==> src/rtl/alu_seq.sv <==
// alu_seq: registered W-bit ALU with NZVC flag register, SUB/ADC and
// bit-serial shifts, with valid/ready handshakes on both sides.
// Ports: clk, rst (sync, active-high); in_valid/in_ready with a, b, op, cin;
//        out_valid/out_ready with res and flag outputs n, z, v, c.
module alu_seq #(
    parameter  int W  = 8,
    localparam int SW = $clog2(W)
) (
    input  logic         clk,
    input  logic         rst,
    input  logic         in_valid,
    output logic         in_ready,
    input  logic [W-1:0] a,
    input  logic [W-1:0] b,
    input  logic [2:0]   op,
    input  logic         cin,
    output logic         out_valid,
    input  logic         out_ready,
    output logic [W-1:0] res,
    output logic         n,
    output logic         z,
    output logic         v,
    output logic         c
);
    typedef enum logic [1:0] {IDLE, SHIFT, DONE} state_t;

    localparam logic [2:0] OP_ADD = 3'b000;
    localparam logic [2:0] OP_AND = 3'b001;
    localparam logic [2:0] OP_OR  = 3'b010;
    localparam logic [2:0] OP_XOR = 3'b011;
    localparam logic [2:0] OP_SUB = 3'b100;
    localparam logic [2:0] OP_ADC = 3'b101;

    state_t        state_q, state_d;
    logic [W-1:0]  res_q, res_d;
    logic [3:0]    flg_q, flg_d;   // {N,Z,V,C}
    logic [W-1:0]  sh_q, sh_d;
    logic [SW-1:0] cnt_q, cnt_d;
    logic          dir_q, dir_d;   // 1: arithmetic right

    logic [SW-1:0] k;
    logic [W:0]    addend_b;
    logic          cy_in;
    logic [W:0]    sum;
    logic [W-1:0]  r;
    logic          rv;
    logic          rc;
    logic [W-1:0]  step;
    logic          step_out;
    logic          accept;
    logic          is_shift;

    assign k         = b[SW-1:0];
    assign is_shift  = (op[2:1] == 2'b11);
    assign out_valid = (state_q == DONE);
    assign in_ready  = !rst && ((state_q == IDLE) ||
                                ((state_q == DONE) && out_ready));
    assign accept    = in_valid && in_ready;

    assign res = res_q;
    assign n   = flg_q[3];
    assign z   = flg_q[2];
    assign v   = flg_q[1];
    assign c   = flg_q[0];

    // Single W+1-bit adder shared by ADD, SUB and ADC.
    always_comb begin
        addend_b = {1'b0, b};
        cy_in    = cin;
        if (op == OP_SUB) begin
            addend_b = {1'b0, ~b};
            cy_in    = 1'b1;
        end else if (op == OP_ADC) begin
            cy_in = flg_q[0];
        end
        sum = {1'b0, a} + addend_b + {{W{1'b0}}, cy_in};
    end

    // Single-cycle result; shifts land here only when k == 0.
    always_comb begin
        r  = a;
        rv = 1'b0;
        rc = 1'b0;
        unique case (op)
            OP_ADD, OP_ADC: begin
                r  = sum[W-1:0];
                rc = sum[W];
                rv = (a[W-1] == b[W-1]) && (r[W-1] != a[W-1]);
            end
            OP_SUB: begin
                r  = sum[W-1:0];
                rc = sum[W];
                rv = (a[W-1] != b[W-1]) && (r[W-1] != a[W-1]);
            end
            OP_AND: r = a & b;
            OP_OR:  r = a | b;
            OP_XOR: r = a ^ b;
            default: r = a;
        endcase
    end

    always_comb begin
        if (dir_q) begin
            step     = {sh_q[W-1], sh_q[W-1:1]};
            step_out = sh_q[0];
        end else begin
            step     = {sh_q[W-2:0], 1'b0};
            step_out = sh_q[W-1];
        end
    end

    always_comb begin
        state_d = state_q;
        res_d   = res_q;
        flg_d   = flg_q;
        sh_d    = sh_q;
        cnt_d   = cnt_q;
        dir_d   = dir_q;
        unique case (state_q)
            IDLE, DONE: begin
                if ((state_q == DONE) && out_ready) begin
                    state_d = IDLE;
                end
                if (accept) begin
                    if (is_shift && (k != '0)) begin
                        sh_d    = a;
                        cnt_d   = k;
                        dir_d   = op[0];
                        state_d = SHIFT;
                    end else begin
                        res_d   = r;
                        flg_d   = {r[W-1], (r == '0), rv, rc};
                        state_d = DONE;
                    end
                end
            end
            SHIFT: begin
                sh_d  = step;
                cnt_d = cnt_q - SW'(1);
                if (cnt_q == SW'(1)) begin
                    res_d   = step;
                    flg_d   = {step[W-1], (step == '0), 1'b0, step_out};
                    state_d = DONE;
                end
            end
            default: state_d = IDLE;
        endcase
    end

    always_ff @(posedge clk) begin
        if (rst) begin
            state_q <= IDLE;
            res_q   <= '0;
            flg_q   <= '0;
            sh_q    <= '0;
            cnt_q   <= '0;
            dir_q   <= 1'b0;
        end else begin
            state_q <= state_d;
            res_q   <= res_d;
            flg_q   <= flg_d;
            sh_q    <= sh_d;
            cnt_q   <= cnt_d;
            dir_q   <= dir_d;
        end
    end
endmodule

==> config.mk <==
export PLATFORM = sky130hd
export DESIGN_NAME = alu_seq
export DESIGN_NICKNAME = d
export VERILOG_FILES = /design/src/rtl/alu_seq.sv
export SDC_FILE = /design/constraint.sdc
export NUM_CORES = 1
export LEC_CHECK = 0
export ABC_AREA = 1
export BUFFER_PORTS_ARGS = -buffer_cell sky130_fd_sc_hd__buf_2
export CAP_MARGIN = 0
export CORE_UTILIZATION = 35
export CTS_CLUSTER_DIAMETER = 40
export DETAILED_ROUTE_END_ITERATION = 12
export SKIP_CTS_REPAIR_TIMING = 1
export SLEW_MARGIN = 40
export SYNTH_ARGS = -nofsm -noshare
export SYNTH_HDL_FRONTEND = slang
export SYNTH_SLANG_ARGS = --single-unit
==> constraint.sdc <==
create_clock -name clk -period 5.5 [get_ports clk]
set_clock_uncertainty 0.2 [all_clocks]
set_input_delay 0.275 -clock clk [delete_from_list [all_inputs] [get_ports clk]]
set_output_delay 0.275 -clock clk [all_outputs]
set_load 0.01 [all_outputs]
==> metrics.csv, run 1 <==
stage;metric;value;unit
worst_hold_path;Hold WC Path Type;in -> reg;
timing;setup tns final;0;ns
yosys;post-synthesis instance total;368;
routing;Detailed Route WL;6.45;mm
routing;via/cell ratio;5.19;
routing;vias;2467;
placement;placed cell count;471;
pwr;Tot Pwr;502;uW
cts;Clk Latency, worst-skew pair;0.27;ns
critical_path;CP arrival;2.89;ns
grt;antenna violations before repair;0;
cells_and_area;nets@finish;450;
cts;CTS Buffer Depth;2;
critical_path;crit end category;flip-flop;
yosys;Synth area leader;dfxtp_1;
cells_and_area;most frequent cells in the layout;78 x nand2_1, 47 x inv_1, 38 x nor2_1, 37 x buf_2, 27 x a21oi_1;
routing;total iterations of the first detailed-routing run;8;
status;failing checks;DRC;
routing;DRT iter0 DRCs;153;
grt;largest net degree at the start of global routing;34;
yosys;Yosys reg bits;25;
cts;CTS H-Tree Depth;1;
grt;Tot GR Track Use;18.5;%
run;MaxCap Viol Count;0;
grt;number of global-route vias before repair;2254;
pwr;Max VDD drop;91.2;uV
cts;Num CTS Buffers;3;
yosys;mapped cell area;2400;sq um
timing;Final Cycle Share;52.4;%
timing;min Tclk post-route;2.88;ns
timing;Max-slew headroom;53.2;%
yosys;register area share after synthesis;20.8;%
placement;count of input and output buffers;37;
cells_and_area;ANT cells;0;
floorplanning;Initial Util;37.0;%
routing;WL/cell;13.6;um
placement;detailed placement HPWL;4.93;mm
placement;GPL Wtd Cong;0.880;
floorplanning;core area;6490;sq um
yosys;Synth area leaders;dfxtp_1 21%, ha_1 13%, nand2_1 12%;
floorplanning;# IOs;38;
timing;setup violators final;0;
yosys;Async SR Flop Fraction;0;%
grt;first-pass GRT wire length;10.8;mm
critical_path;crit-path max FO;9;
pwr;Lkg Pwr;1.38;nW
yosys;Post-Syn Nets;419;
floorplanning;row count;29;
yosys;Yosys top cell area share;20.8;%
critical_path;Worst setup SP type;primary input;
cells_and_area;share of cells above drive strength 1;15.6;%
grt;GR Overflow Total;0;
timing;slew at the pin with the worst max-slew slack;0.701;ns
critical_path;worst path required time;5.51;ns
status;outcome;complete, but fails checks;
critical_path;Reg2Reg Setup Slack;2.84;ns
cts;Clock transition at path regs;0.09;ns
cells_and_area;commonest non-fill, non-tap cell in the layout;nand2_1;
floorplanning;die span in y;84.9;um
timing;RSZ-0062 raised after global routing;false;
yosys;unique cell type count in the Yosys netlist;42;
routing;post-route ant nets;0;
yosys;Synth Area per Inst;6.53;sq um
timing;fmax;347;MHz
yosys;Yosys warnings;0;
yosys;EDFF count, synth;0;
cts;clock root cell;clkbuf_8;
yosys;Most used DFF post-synth;dfxtp_1;
cells_and_area;fin cells;475;
critical_path;WS Path Type;in -> reg;
cts;CTS tree;built;
cells_and_area;fillcell total;694;
floorplanning;die area;7210;sq um
timing;final-report hold violation count;0;
routing;drt drc;2;
cts;CTS Sinks;25;
timing;Slew Viols, Final;0;
floorplanning;die width;84.9;um
pwr;Power Density;189;nW/um^2
cells_and_area;P&R area growth vs syn;10.5;%
==> power breakdown <==
part	internal [mW]	total (mW)	leakage (nW)	switching (mW)
registers	0.193	0.200	0.204	0.00750
logic	0.0688	0.187	1.15	0.118
clock network	0.0520	0.115	0.0228	0.0630
total	0.314	0.502	1.38	0.189
==> synthesized netlist by cell type (3+ instances only) <==
library cell	count
nand3_1	26
ha_1	25
nand2_1	78
buf_2	3
a21oi_1	27
buf_6	4
nand4_1	4
nand2_2	3
o21ai_0	24
mux2i_1	4
xor2_1	9
dfxtp_1	25
o21ai_1	3
nor3_1	3
inv_2	6
inv_1	47
nor2_1	38
a31oi_1	8
==> metrics by stage <==
stage	worst slack [ns]	cell area (sq um)	utilization (%)	hold WS (ns)
final	2.62	2660	40.9	0.000582
after detailed placement	2.36	2610	40.2	0.275
after floorplan	2.71	2400	-	0.148
after global routing	2.37	2660	40.9	0.00572
after CTS	2.62	2660	40.9	-0.000413
after global placement	2.42	2610	40.2	0.275
==> per-layer routing <==
layer,up-vias,wire length [um],track usage (%)
li1,1259,-,-
met1,1132,3310,26.4
met2,72,2840,30.4
met3,4,260,2.82
met4,0,44,2.62
met5,-,0,0
==> state kept, by name, indices dropped and copies added, names as in the netlist <==
register,count
state_q,2
dir_q,1
flg_q,3
cnt_q,3
res,8
sh_q,8
==> critical path: stages <==
cell and delay [ns]:
buf_2 0.13, inv_2 0.08, nor2_1 0.14, nand2_2 0.21
xor2_1 0.22, fa_1 0.45, fa_1 0.42, nor2_1 0.12
nor2_1 0.05, nand2_1 0.06, nand2_1 0.05, nor3_1 0.20
nand3_1 0.15, nor3_2 0.12, nand3_1 0.09, a21oi_1 0.12
==> final timing paths <==
check / from / to / cells after the start
worst max-delay path: op[2] / flg_q[2] / 16
worst min-delay path: out_ready / state_q[1] / 2
worst max register to register: flg_q[0] / flg_q[2] / 13
worst min register to register: sh_q[6] / sh_q[6] / 2
==> final cells by class <==
class,count,area [sq um],area share [%]
clock buffers,4,45.0,1.70
well taps,77,96.3,3.63
inverters,54,205,7.72
repair buffers,38,193,7.25
multi-input cells,277,1620,60.9
flip-flops and latches,25,500,18.8
==> kinds of logic (layout without fill, tap and decap cells) <==
logic type	count (synthesis)	in the layout	share of synthesized area [%]
buf+inv	66	96	12.0
fa+ha+maj	27	27	14.7
simple gates	163	163	29.8
flops	25	25	20.8
mux	4	4	1.66
compound gates	73	73	17.4
xor+xnor	10	10	3.64
Power figures use the tool's default switching activity.
==> run 2, diff against run 1 <==
==> constraint.sdc (replaced) <==
create_clock -name clk -period 2.75 [get_ports clk]
set_clock_uncertainty 0.2 [all_clocks]
set_input_delay 0.1375 -clock clk [delete_from_list [all_inputs] [get_ports clk]]
set_output_delay 0.1375 -clock clk [all_outputs]
set_load 0.01 [all_outputs]
==> run 2 against run 1 <==
Compared with the run above:
- the flow still finishes with violations (DRC)
- core utilization grew 1.1 points
- setup slack worse by 2.3 ns
- critical path depth fell by 4
- cell count rose by 1.7%
==> metrics.csv, run 2 (synthesis gave the netlist of run 1 again) <==
stage;metric;value;unit;change
status;outcome;complete, but fails checks;;
status;failing checks;DRC;;
placement;detailed placement HPWL;5.01;mm;+1.6%
grt;GR Overflow Total;0;;unchanged
timing;final-report hold violation count;0;;unchanged
routing;WL/cell;13.1;um;-3.5%
floorplanning;core area;6490;sq um;unchanged
grt;Tot GR Track Use;18.3;%;-0.25 points
timing;setup violators final;0;;unchanged
critical_path;WS Path Type;reg -> reg;;
floorplanning;die width;84.9;um;unchanged
timing;Max-slew headroom;55.7;%;+2.4 points
timing;fmax;403;MHz;
grt;antenna violations before repair;0;;unchanged
critical_path;CP arrival;2.45;ns;-0.44 ns
floorplanning;Initial Util;37.0;%;unchanged
pwr;Power Density;369;nW/um^2;+95%
grt;first-pass GRT wire length;10.6;mm;-1.7%
cells_and_area;P&R area growth vs syn;13.5;%;
grt;number of global-route vias before repair;2210;;-2.0%
worst_hold_path;Hold Crit Start;a[4];;
routing;total iterations of the first detailed-routing run;8;;unchanged
timing;setup tns final;0;ns;unchanged
cells_and_area;nets@finish;458;;+1.8%
timing;slew at the pin with the worst max-slew slack;0.665;ns;-0.0363 ns
critical_path;Worst setup SP type;flip-flop;;
critical_path;crit-path max FO;3;;-6
placement;count of input and output buffers;37;;unchanged
cells_and_area;commonest non-fill, non-tap cell in the layout;nand2_1;;
pwr;Lkg Pwr;1.42;nW;+2.7%
critical_path;FF-to-FF path depth;12;;-1
routing;vias;2449;;-0.73%
critical_path;reg-to-reg endpoint;flg_q[0];;
routing;post-route ant nets;0;;unchanged
grt;largest net degree at the start of global routing;20;;-41%
floorplanning;die area;7210;sq um;unchanged
cells_and_area;share of cells above drive strength 1;17.7;%;+2.2 points
cells_and_area;ANT cells;0;;unchanged
cts;clock root cell;clkbuf_8;;
floorplanning;row count;29;;unchanged
floorplanning;# IOs;38;;unchanged
worst_hold_path;Hold WC Path Type;in -> reg;;
cells_and_area;fillcell total;704;;+1.4%
floorplanning;die span in y;84.9;um;unchanged
critical_path;worst path required time;2.72;ns;-2.79 ns
timing;Final Cycle Share;90.3;%;
cts;CTS Sinks;25;;unchanged
routing;drt drc;2;;unchanged
critical_path;Reg2Reg Launch Point;flg_q[0];;
routing;DRT iter0 DRCs;146;;-4.6%
timing;Hold Worst Slack;0.00445;ns;+0.00387 ns
run;MaxCap Viol Count;0;;unchanged
cts;CTS Buffer Depth;2;;unchanged
critical_path;crit end category;flip-flop;;
pwr;Max VDD drop;191;uV;+110%
routing;via/cell ratio;5.07;;-2.4%
cts;CTS H-Tree Depth;1;;unchanged
timing;RSZ-0062 raised after global routing;false;;
critical_path;Reg2Reg Setup Slack;0.27;ns;-2.57 ns
placement;Post-Place Worst Slack;0.0609;ns;-2.30 ns
routing;Detailed Route WL;6.33;mm;-1.8%
timing;Final WS setup;0.268;ns;-2.35 ns
cts;Clock transition at path regs;0.09;ns;about the same
timing;Slew Viols, Final;0;;unchanged
cells_and_area;most frequent cells in the layout;78 x nand2_1, 47 x inv_1, 38 x nor2_1, 37 x buf_2, 27 x a21oi_1;;
cts;Num CTS Buffers;3;;unchanged
cts;Clk Latency, worst-skew pair;0.27;ns;about the same
cts;CTS tree;built;;
placement;GPL Wtd Cong;0.850;;-3.3%
worst_hold_path;worst hold stages;3;;+1
worst_hold_path;hold path endpoint;sh_q[4];;
timing;min Tclk post-route;2.48;ns;
run 2: area by class of cell:
cell class	instances	area, sq um	share of cell area, %
Sequential cell	25	500	18.3
Multi-Input combinational cell	277	1630	59.6
Tap cell	77	96.3	3.53
Timing Repair Buffer	46	255	9.35
Clock buffer	4	45.0	1.65
Inverter	54	205	7.52
run 2: where the power goes:
part	total (mW)	switching [mW]	leakage (nW)	internal, mW
registers	0.400	0.0148	0.204	0.385
clock network	0.222	0.118	0.0228	0.104
logic	0.385	0.238	1.19	0.147
total	1.01	0.371	1.42	0.636
run 2: worst max-delay path: stages (launching register included):
cell	delay, ns
dfxtp_1	0.34
o21ai_0	0.17
nand2_1	0.09
fa_2	0.36
fa_2	0.36
nand3_1	0.12
a21oi_1	0.07
o21ai_0	0.22
nand2_1	0.08
a21oi_1	0.13
nor2_1	0.06
nor3_1	0.13
nor2_1	0.05
run 2: through the flow:
| step | cells | util [%] | area [sq um] | power (mW) |
|---|---|---|---|---|
| 6_report | 483 | 42.0 | 2730 | 1.01 |
| 3_5_place_dp | 478 | 41.0 | 2660 | 0.789 |
| 3_3_place_gp | 478 | 41.0 | 2660 | 0.785 |
| 2_1_floorplan | 368 | - | 2400 | 0.677 |
| 5_1_grt | 483 | 42.0 | 2730 | 1.09 |
| 4_1_cts | 482 | 41.7 | 2710 | 1.01 |
run 2: how the worst max path moves through the flow:
stage,startpoint,end,slack [ns],cells past startpoint
final,flg_q[0],flg_q[0],0.27,12
after floorplan,op[1],flg_q[0],0.1,14
after global placement,op[2],flg_q[2],0.12,16
after detailed placement,op[2],flg_q[0],0.06,15
after global routing,flg_q[0],flg_q[2],0.04,13
after CTS,flg_q[0],flg_q[0],0.14,12
run 2: metal layers:
layer	up-vias	wire length (um)	track usage (%)
met5	-	0	0
met4	0	8	1.39
met3	2	225	2.92
met2	54	2830	30.7
met1	1116	3260	25.8
li1	1277	-	-
